[src/rtl/hdr_lock_aligner_pkg.sv]
// Shared definitions for the header lock aligner: header codes, lock FSM
// states and helpers for sizing the argmax tree.
package hdr_align_pkg;

    localparam logic [1:0] DATA_HDR = 2'b01;
    localparam logic [1:0] CMD_HDR  = 2'b10;

    typedef enum logic {
        HUNT   = 1'b0,
        LOCKED = 1'b1
    } state_t;

    // Number of radix-4 levels needed to reduce n candidates to one (at least 1).
    function automatic int unsigned tree_levels(input int unsigned n);
        int unsigned lv;
        int unsigned span;
        lv   = 0;
        span = 1;
        while (span < n) begin
            span = span * 4;
            lv   = lv + 1;
        end
        return (lv == 0) ? 1 : lv;
    endfunction

    // A sync header is valid only when its two bits differ.
    function automatic logic hdr_ok(input logic [1:0] p);
        return (p == DATA_HDR) || (p == CMD_HDR);
    endfunction

endpackage

[src/rtl/hdr_lock_aligner_argmax4_tree.sv]
// Registered radix-4 argmax over N counters. One register level per radix-4
// reduction; strict greater-than so the lowest index wins ties.
// Ports:
//   clk, rst   clock, async active-high reset
//   flush      synchronous clear of every valid bit in the pipe
//   in_valid   counters on cnt are a fresh result
//   cnt        N packed counters, index k at cnt[k*CNT_W +: CNT_W]
//   out_valid  max_cnt/max_off carry a result
//   max_cnt    winning count
//   max_off    index of the winning counter
module argmax4_tree
    import hdr_align_pkg::*;
#(
    parameter int unsigned N     = 66,
    parameter int unsigned CNT_W = 6,
    parameter int unsigned OFF_W = 7
) (
    input  logic                 clk,
    input  logic                 rst,
    input  logic                 flush,
    input  logic                 in_valid,
    input  logic [N*CNT_W-1:0]   cnt,
    output logic                 out_valid,
    output logic [CNT_W-1:0]     max_cnt,
    output logic [OFF_W-1:0]     max_off
);

    localparam int unsigned L = tree_levels(N);
    localparam int unsigned P = 1 << (2 * L);

    for (genvar g = 0; g <= L; g++) begin : lvl
        localparam int unsigned W = P >> (2 * g);
        logic [CNT_W-1:0] c [W];
        logic [OFF_W-1:0] o [W];
        logic             v;

        if (g == 0) begin : leaf
            // Pad to a power of four with zero counts; padding sits above the
            // real indices so it can never win under strict greater-than.
            for (genvar i = 0; i < W; i++) begin : pad
                if (i < N) begin : used
                    assign c[i] = cnt[i*CNT_W +: CNT_W];
                    assign o[i] = OFF_W'(i);
                end else begin : unused
                    assign c[i] = '0;
                    assign o[i] = '0;
                end
            end
            assign v = in_valid;
        end else begin : node
            logic [CNT_W-1:0] c_d [W];
            logic [OFF_W-1:0] o_d [W];
            logic [CNT_W-1:0] bc;
            logic [OFF_W-1:0] bo;

            // Pick the best of each group of four children.
            always_comb begin
                bc = '0;
                bo = '0;
                for (int n = 0; n < int'(W); n++) begin
                    bc = lvl[g-1].c[4*n];
                    bo = lvl[g-1].o[4*n];
                    for (int j = 1; j < 4; j++) begin
                        if (lvl[g-1].c[4*n+j] > bc) begin
                            bc = lvl[g-1].c[4*n+j];
                            bo = lvl[g-1].o[4*n+j];
                        end
                    end
                    c_d[n] = bc;
                    o_d[n] = bo;
                end
            end

            always_ff @(posedge clk or posedge rst) begin
                if (rst) begin
                    v <= 1'b0;
                    for (int n = 0; n < int'(W); n++) begin
                        c[n] <= '0;
                        o[n] <= '0;
                    end
                end else begin
                    v <= flush ? 1'b0 : lvl[g-1].v;
                    for (int n = 0; n < int'(W); n++) begin
                        c[n] <= c_d[n];
                        o[n] <= o_d[n];
                    end
                end
            end
        end
    end

    assign out_valid = lvl[L].v;
    assign max_cnt   = lvl[L].c[0];
    assign max_off   = lvl[L].o[0];

endmodule

[src/rtl/hdr_lock_aligner.sv]
// Block header lock aligner. Scores every candidate header offset with a
// saturating run-length counter, locks on the best offset once its run
// reaches LOCK_THRESH, then watches the locked offset for bad headers.
// Ports:
//   clk_i, rst_i      clock, async active-high reset
//   win_i             BLOCK_W+1 bit slice; candidate k uses win_i[k+1:k]
//   win_dv_i          win_i valid
//   force_relock_i    single-cycle request to return to HUNT
//   block_offset_o    locked header offset
//   locked_o          lock status
//   lock_evt_o        pulse on HUNT->LOCKED
//   unlock_evt_o      pulse on LOCKED->HUNT
//   bad_hdr_cnt_o     bad headers in the current monitoring window
module hdr_lock_aligner
    import hdr_align_pkg::*;
#(
    parameter int unsigned BLOCK_W       = 66,
    parameter int unsigned CNT_W         = 6,
    parameter int unsigned LOCK_THRESH   = 32,
    parameter int unsigned MON_WINDOW    = 64,
    parameter int unsigned UNLOCK_THRESH = 8,
    parameter int unsigned OFF_W         = $clog2(BLOCK_W),
    localparam int unsigned BAD_W        = $clog2(UNLOCK_THRESH + 1)
) (
    input  logic               clk_i,
    input  logic               rst_i,
    input  logic [BLOCK_W:0]   win_i,
    input  logic               win_dv_i,
    input  logic               force_relock_i,
    output logic [OFF_W-1:0]   block_offset_o,
    output logic               locked_o,
    output logic               lock_evt_o,
    output logic               unlock_evt_o,
    output logic [BAD_W-1:0]   bad_hdr_cnt_o
);

    localparam int unsigned BLK_W = (MON_WINDOW > 1) ? $clog2(MON_WINDOW) : 1;
    localparam logic [CNT_W-1:0] CNT_MAX = {CNT_W{1'b1}};

    logic [BLOCK_W:0]         win_q;
    logic                     dv_q;
    logic [BLOCK_W*CNT_W-1:0] cnt;
    logic [BLOCK_W*CNT_W-1:0] cnt_d;
    logic                     cnt_vld;
    logic                     flush_c;

    logic                     tree_vld;
    logic [CNT_W-1:0]         tree_max;
    logic [OFF_W-1:0]         tree_off;

    state_t                   state, state_d;
    logic                     locked_d, lock_evt_d, unlock_evt_d;
    logic [OFF_W-1:0]         off_d;
    logic [BAD_W-1:0]         bad_d;
    logic [BLK_W-1:0]         blk_cnt, blk_d;
    logic                     hdr_bad_c;

    // Run-length scoring of every candidate offset.
    always_comb begin
        cnt_d = cnt;
        for (int unsigned k = 0; k < BLOCK_W; k++) begin
            if (!hdr_ok(win_q[k +: 2])) begin
                cnt_d[k*CNT_W +: CNT_W] = '0;
            end else if (cnt[k*CNT_W +: CNT_W] != CNT_MAX) begin
                cnt_d[k*CNT_W +: CNT_W] = cnt[k*CNT_W +: CNT_W] + CNT_W'(1);
            end
        end
    end

    always_ff @(posedge clk_i or posedge rst_i) begin
        if (rst_i) begin
            win_q   <= '0;
            dv_q    <= 1'b0;
            cnt     <= '0;
            cnt_vld <= 1'b0;
        end else begin
            win_q <= win_i;
            dv_q  <= win_dv_i;
            if (flush_c) begin
                cnt     <= '0;
                cnt_vld <= 1'b0;
            end else begin
                cnt_vld <= dv_q;
                if (dv_q) begin
                    cnt <= cnt_d;
                end
            end
        end
    end

    argmax4_tree #(
        .N     (BLOCK_W),
        .CNT_W (CNT_W),
        .OFF_W (OFF_W)
    ) u_tree (
        .clk       (clk_i),
        .rst       (rst_i),
        .flush     (flush_c),
        .in_valid  (cnt_vld),
        .cnt       (cnt),
        .out_valid (tree_vld),
        .max_cnt   (tree_max),
        .max_off   (tree_off)
    );

    // Lock FSM next-state and outputs. A relock request overrides a
    // same-cycle lock decision.
    always_comb begin
        state_d      = state;
        locked_d     = locked_o;
        lock_evt_d   = 1'b0;
        unlock_evt_d = 1'b0;
        off_d        = block_offset_o;
        bad_d        = bad_hdr_cnt_o;
        blk_d        = blk_cnt;
        flush_c      = 1'b0;
        hdr_bad_c    = !hdr_ok(win_q[block_offset_o +: 2]);

        case (state)
            HUNT: begin
                if (force_relock_i) begin
                    flush_c = 1'b1;
                end else if (tree_vld && (tree_max >= CNT_W'(LOCK_THRESH))) begin
                    state_d    = LOCKED;
                    locked_d   = 1'b1;
                    lock_evt_d = 1'b1;
                    off_d      = tree_off;
                    bad_d      = '0;
                    blk_d      = '0;
                end
            end
            LOCKED: begin
                if (force_relock_i || (bad_hdr_cnt_o >= BAD_W'(UNLOCK_THRESH))) begin
                    state_d      = HUNT;
                    locked_d     = 1'b0;
                    unlock_evt_d = 1'b1;
                    flush_c      = 1'b1;
                    bad_d        = '0;
                    blk_d        = '0;
                end else if (dv_q) begin
                    // The wrap block's own bad header counts into the new window.
                    if (blk_cnt == BLK_W'(MON_WINDOW - 1)) begin
                        blk_d = '0;
                        bad_d = hdr_bad_c ? BAD_W'(1) : '0;
                    end else begin
                        blk_d = blk_cnt + BLK_W'(1);
                        if (hdr_bad_c) begin
                            bad_d = bad_hdr_cnt_o + BAD_W'(1);
                        end
                    end
                end
            end
            default: begin
                state_d = HUNT;
            end
        endcase
    end

    always_ff @(posedge clk_i or posedge rst_i) begin
        if (rst_i) begin
            state          <= HUNT;
            locked_o       <= 1'b0;
            lock_evt_o     <= 1'b0;
            unlock_evt_o   <= 1'b0;
            block_offset_o <= '0;
            bad_hdr_cnt_o  <= '0;
            blk_cnt        <= '0;
        end else begin
            state          <= state_d;
            locked_o       <= locked_d;
            lock_evt_o     <= lock_evt_d;
            unlock_evt_o   <= unlock_evt_d;
            block_offset_o <= off_d;
            bad_hdr_cnt_o  <= bad_d;
            blk_cnt        <= blk_d;
        end
    end

endmodule
[config.mk]
export PLATFORM = sky130hd
export DESIGN_NAME = hdr_lock_aligner
export DESIGN_NICKNAME = d
export VERILOG_FILES = /design/src/rtl/hdr_lock_aligner_pkg.sv /design/src/rtl/hdr_lock_aligner_argmax4_tree.sv /design/src/rtl/hdr_lock_aligner.sv
export SDC_FILE = /design/constraint.sdc
export NUM_CORES = 2
export LEC_CHECK = 0
export ABC_AREA = 1
export BUFFER_PORTS_ARGS = -buffer_cell sky130_fd_sc_hd__buf_2
export CAP_MARGIN = 20
export CORE_UTILIZATION = 25
export DETAILED_ROUTE_END_ITERATION = 8
export SKIP_LAST_GASP = 1
export SLEW_MARGIN = 40
export SYNTH_ARGS = -nofsm -noshare
export SYNTH_HDL_FRONTEND = slang
export SYNTH_SLANG_ARGS = --single-unit
[constraint.sdc]
create_clock -name clk_i -period 39.4 [get_ports clk_i]
set_input_delay 7.88 -clock clk_i [delete_from_list [all_inputs] [get_ports clk_i]]
set_output_delay 7.88 -clock clk_i [all_outputs]
set_load 0.005 [all_outputs]
* Word-level counts from Yosys, hierarchy flattened
Cells that the tools add are included.
** Operators by class
- Bitwise operators :: 2
- Multiplexer cells :: 316
- Order comparisons :: 77
- Add/subtract/negate cells :: 68
- Eq/ne operators :: 272
- Shift-type cells :: 1
- Reductions and logical operators :: 140
** Operator list (number)
- $mux 6 :: 212
- $mux 396 :: 2
- $add 6x1->6 const B :: 67
- $mux 7 :: 57
- $ne 6x6->1 const B :: 66
- $gt 6x6->1 :: 65
- $ne 3x1->1 const B :: 66
- $eq 2x1->1 const B :: 67
- $eq 2x2->1 const B :: 67
- $reduce_and 2->1 :: 66
- $logic_or 1x1->1 :: 68
- $shiftx 67x8->2 :: 1
- $gt 1x6->1 const A :: 10
- $mux 1 :: 33
- $mux 4 :: 6
- $pmux 6 s2 :: 1
- $reduce_and 3->1 :: 3
- $pmux 4 s2 :: 1
- $eq 6x6->1 const B :: 1
- $ge 6x6->1 const B :: 1
- $pmux 1 s2 :: 3
- $add 4x1->4 const B :: 1
- $ge 4x4->1 const B :: 1
- $ne 2x2->1 const B :: 2
- other kinds (8) :: 9
** Storage, ports and cells
- Word-level logic and storage cells :: 1006
- Register bits :: 815
- Bits of input ports :: 71
- Output and inout bits :: 14

* Longest topological paths before layout
- Word-level depth :: 8
- Gate-level depth with buffers :: 31

* Modules after synthesis
A second synthesis with hierarchy kept.
** Second synthesis, totals
- Cell total of the unflattened synthesis :: 6009
- Area total of the unflattened synthesis :: 46540.9 µm²
** Modules (own cells, without submodules)
- hdr_lock_aligner :: area each 26075.0 µm², instances 1, cells each 3218, sequential area each 12161.7 µm²
- argmax4_tree :: area each 20465.9 µm², instances 1, cells each 2791, sequential area each 5630.4 µm²

* Worst setup path before layout
OpenSTA, ideal clock, no wires.
- Path type :: input to register
- Start point :: input port force_relock_i
- End point :: register cnt[10]
- Cell stages on the path :: 9
- Library setup time :: 143 ps
- Arrival time :: 9178 ps
- Path buffers :: 3
- Path slack :: 30079 ps
- Cell sequence :: nor2_2 -> nor2_8 -> nor2_4 -> buf_6 -> buf_6 -> clkinv_1 -> buf_2 -> a21oi_1 -> a211oi_1
** On the way
- Cells in the longest elaborated chain, start to end :: 5
- Elaborated cells on any way between the ends :: 8
- Classes of those cells :: 1 x eq/ne; 4 x mux; 3 x reduce/logical
** RTL lines
- start: declaration :: line hdr_lock_aligner.sv:29 : input logic force_relock_i,
- $logic_or 1x1->1 :: line hdr_lock_aligner.sv:133 : if (force_relock_i || (bad_hdr_cnt_o >= BAD_W'(UNLOCK_THRESH))) begin
- $mux 1 :: line hdr_lock_aligner.sv:133
- $pmux 1 s2 * :: line hdr_lock_aligner.sv:119 : case (state)
- $ne 3x1->1 (no source line) / $reduce_bool 2->1 (equally long branches)
- $reduce_and 2->1 (no source line)
- end signal: assignment :: line hdr_lock_aligner.sv:85 : cnt <= cnt_d;
- end: declaration :: line hdr_lock_aligner.sv:42 : logic [BLOCK_W*CNT_W-1:0] cnt;
Mark *: on every way between the ends. The rest lies on a longest branch, timed or not.
A chain may end at the register's enable or synchronous reset.

==> results.toml <==
[outcome]
outcome = "complete, no violations"

[critical_path]
max_stage_delay_ns = 0.63
critPathKind = "input pin to async pin"
start_kind = "input pin"
reg2reg_depth = 26
slowest_stage = "buf_6"
critical_path_buf_inv_count = 7
critPathMostFrequentCell = "buf_6"
crit_start = "rst_i"
end_kind = "async pin"
reg2reg_from = "u_tree.lvl[2].c[89]"
critPathRequiredTime_ns = 40.10
path_depth = 7
arrival_ns = 11.56
path_max_fanout = 113
crit_family = "buffers and inverters"
path_cells = "buf_2 > clkinv_8 > buf_6 > buf_6 > buf_6 > buf_6 > buf_6"

[sta]
slew_headroom_pct = 42.5
finalHoldViolCount = 0
setup_viol = 0
fmax_mhz = 92.0
worst_pin_slew_ns = 0.863
post-route-min-period_ns = 10.87
finalMaxSlewViolations = 0
finalCritPeriodShare_pct = 27.6
finalSetupTns_ns = 0
clock_skew_ns = 0.0345
rsz0062_at_grt = "false"
fin_ws_ns = 28.53

[synthesis]
ys.flop_type = "dfrtp_1"
synth_most_common_cell = "nand2_1"
yosysWarningCount = 0
yosysSeqAreaShare_pct = 38.6
synthTopCellsByArea = "dfrtp_1, ha_1, nand2_1"
synth_edf_count = 0
synth_cells = 5800
ys_ff_latch = 706
synthArstFlopShare_pct = 100
synth.distinct_cells = 56
synth.top_cells.by_count = "nand2_1, inv_1, dfrtp_1"
yosys.area.top_type = "dfrtp_1"
synth_top_area_share_pct = 38.6
syn_area_um2 = 45800
synth_area_per_cell_um2 = 7.89

[die]
io_pins = 85
rows = 156
die_w_um = 430
core_area_um2 = 181000
die_area_um2 = 185000
fp.dieH_um = 430
start_util_pct = 25.2

[grt]
grt_usage_pct = 12.7
grt_pass1_vias = 37946
grt_max_degree = 114
grt_overflow = 0
antenna_found_initial = 3
grt_pass1_wl_mm = 194

[placed_design]
placed_cells = 8164
pre_cts_slack_ns = 26.97
dp_hpwl_mm = 89.8
portBuffers = 84
gp_congestion = 0.888

[pwr]
irDropWorstVdd_mv = 0.0472
internal-power_uw = 2070
comb_power_share_pct = 55.6
pwr-share-clk_pct = 19.8
finalPower_uw = 4030
swShare_pct = 48.7
p_leak_uw = 0.0243
power_density_nw_per_um2 = 78.0
p_sw_uw = 1960
seq_power_share_pct = 24.5

[clock_network]
cts_hold_buf = 0
cts_tree = "done"
clock_path_buffers = 3
cts_sinks = 706
postCtsResizedCells = 0
cts-root-buf = "clkbuf_16"
cts_buffers = 83
cts.htree.levels = 3
worstSkewPairLatency_ns = 0.66
path_clk_slew_ns = 0.06
postCtsSetupBuffers = 0

[min_path]
hp-class = "flip-flop to flip-flop"
worstHoldStart = "u_tree.lvl[2].c[67]"
hold_depth = 0

[detailed_routing]
vias_per_cell = 4.69
num_vias = 39022
drt_wl_total_mm = 118
drcViolationCount = 0
drtIter0Drc = 2489
drtAntennaViolNets = 0
post_drt_wl_per_cell_um = 14.2
drt_first_pass_iters = 8

[cells_and_area]
syn2layout_area_growth_pct = 12.9
fillers = 19113
diodes = 0
fin_cells = 8316
layout-drive-gt1-share_pct = 7.64
final_nets = 6403

[run]
maxCapViolations = 0
-- flip-flops by register name, summed over array words and instances (netlist names), 3 cells and up --
| signal | count |
|---|---|
| cnt | 396 |
| win_q | 67 |
| u_tree.lvl.o | 64 |
| u_tree.lvl.v | 3 |
| bad_hdr_cnt_o | 4 |
| u_tree.lvl.c | 144 |
| u_tree.max_off | 7 |
| block_offset_o | 7 |
| blk_cnt | 6 |
-- power by group through the flow --
stage               Combinational, uW  Sequential (uW)  Clock, uW
floorplan                        1690              953          0
global placement                 2160             1010          0
detailed placement               2220             1010          0
CTS                              2240              998        821
global route                     2600             1000        849
finish                           2240              989        799
-- cell families after synthesis --
family,Yosys count,synth area share (%)
AO/OA/AOI/OAI,1234,16.7
XOR/XNOR,59,1.13
adder cells (fa/ha/maj),452,12.4
buffers and inverters,947,8.11
flip-flops,706,38.6
multiplexers,6,0.131
other,1,0.00819
AND/OR/NAND/NOR,2395,23.0
-- path summary, 6_finish.rpt --
path | end | slack [ns]
min reg2reg | u_tree.lvl[3].c[13] | 0.33
min in group asynchronous | cnt[85] | 7.32
max reg2reg | u_tree.lvl[3].o[26] | 33.97
min | u_tree.lvl[3].c[13] | 0.33
max | cnt[291] | 28.53
max in group clk_i | cnt[214] | 29.02
-- cell type report --
cell class / instances / area, um^2 / share of cell area, %
repair buffers: 104 / 653 / 1.26
inverters: 837 / 3160 / 6.12
clock inverters: 43 / 544 / 1.05
clock buffers: 108 / 2270 / 4.40
flip-flops and latches: 706 / 17700 / 34.2
multi-input cells: 4148 / 24400 / 47.2
well taps: 2370 / 2970 / 5.74
-- per-layer routing --
layer / up-vias / wire, um / GRT usage [%]
li1: 19602 / - / -
met1: 18452 / 52900 / 16.2
met2: 755 / 56700 / 21.9
met3: 213 / 4570 / 1.48
met4: 0 / 4240 / 4.56
met5: - / 0 / 0
-- metrics by stage --
stage,instance area [um^2],util (%),hold WS [ns]
after global placement,48700,26.9,0.332
after floorplan,45800,-,0.405
after CTS,51600,28.5,0.328
after detailed placement,48800,26.9,0.335
final,51700,28.5,0.330
after global routing,51700,28.5,0.342
-- placed cells by master (no fill, tap or decap), drive strengths merged, types with 9 or more instances in the layout --
| cell | instances |
|---|---|
| nor2 | 378 |
| nor4 | 28 |
| nor3 | 135 |
| nor3b | 46 |
| a21oi | 315 |
| o22ai | 10 |
| ha | 452 |
| bufinv | 10 |
| inv | 824 |
| clkinv | 37 |
| o21bai | 19 |
| o211ai | 49 |
| dfrtp | 706 |
| and2 | 9 |
| clkbuf | 109 |
| o21ai | 698 |
| buf | 103 |
| nand3 | 488 |
| clkinvlp | 9 |
| xor2 | 52 |
| nand2 | 1260 |
| a31oi | 60 |
| nand4 | 43 |
| a221oi | 28 |
| a211oi | 30 |
(Power assumes the default switching activity.)
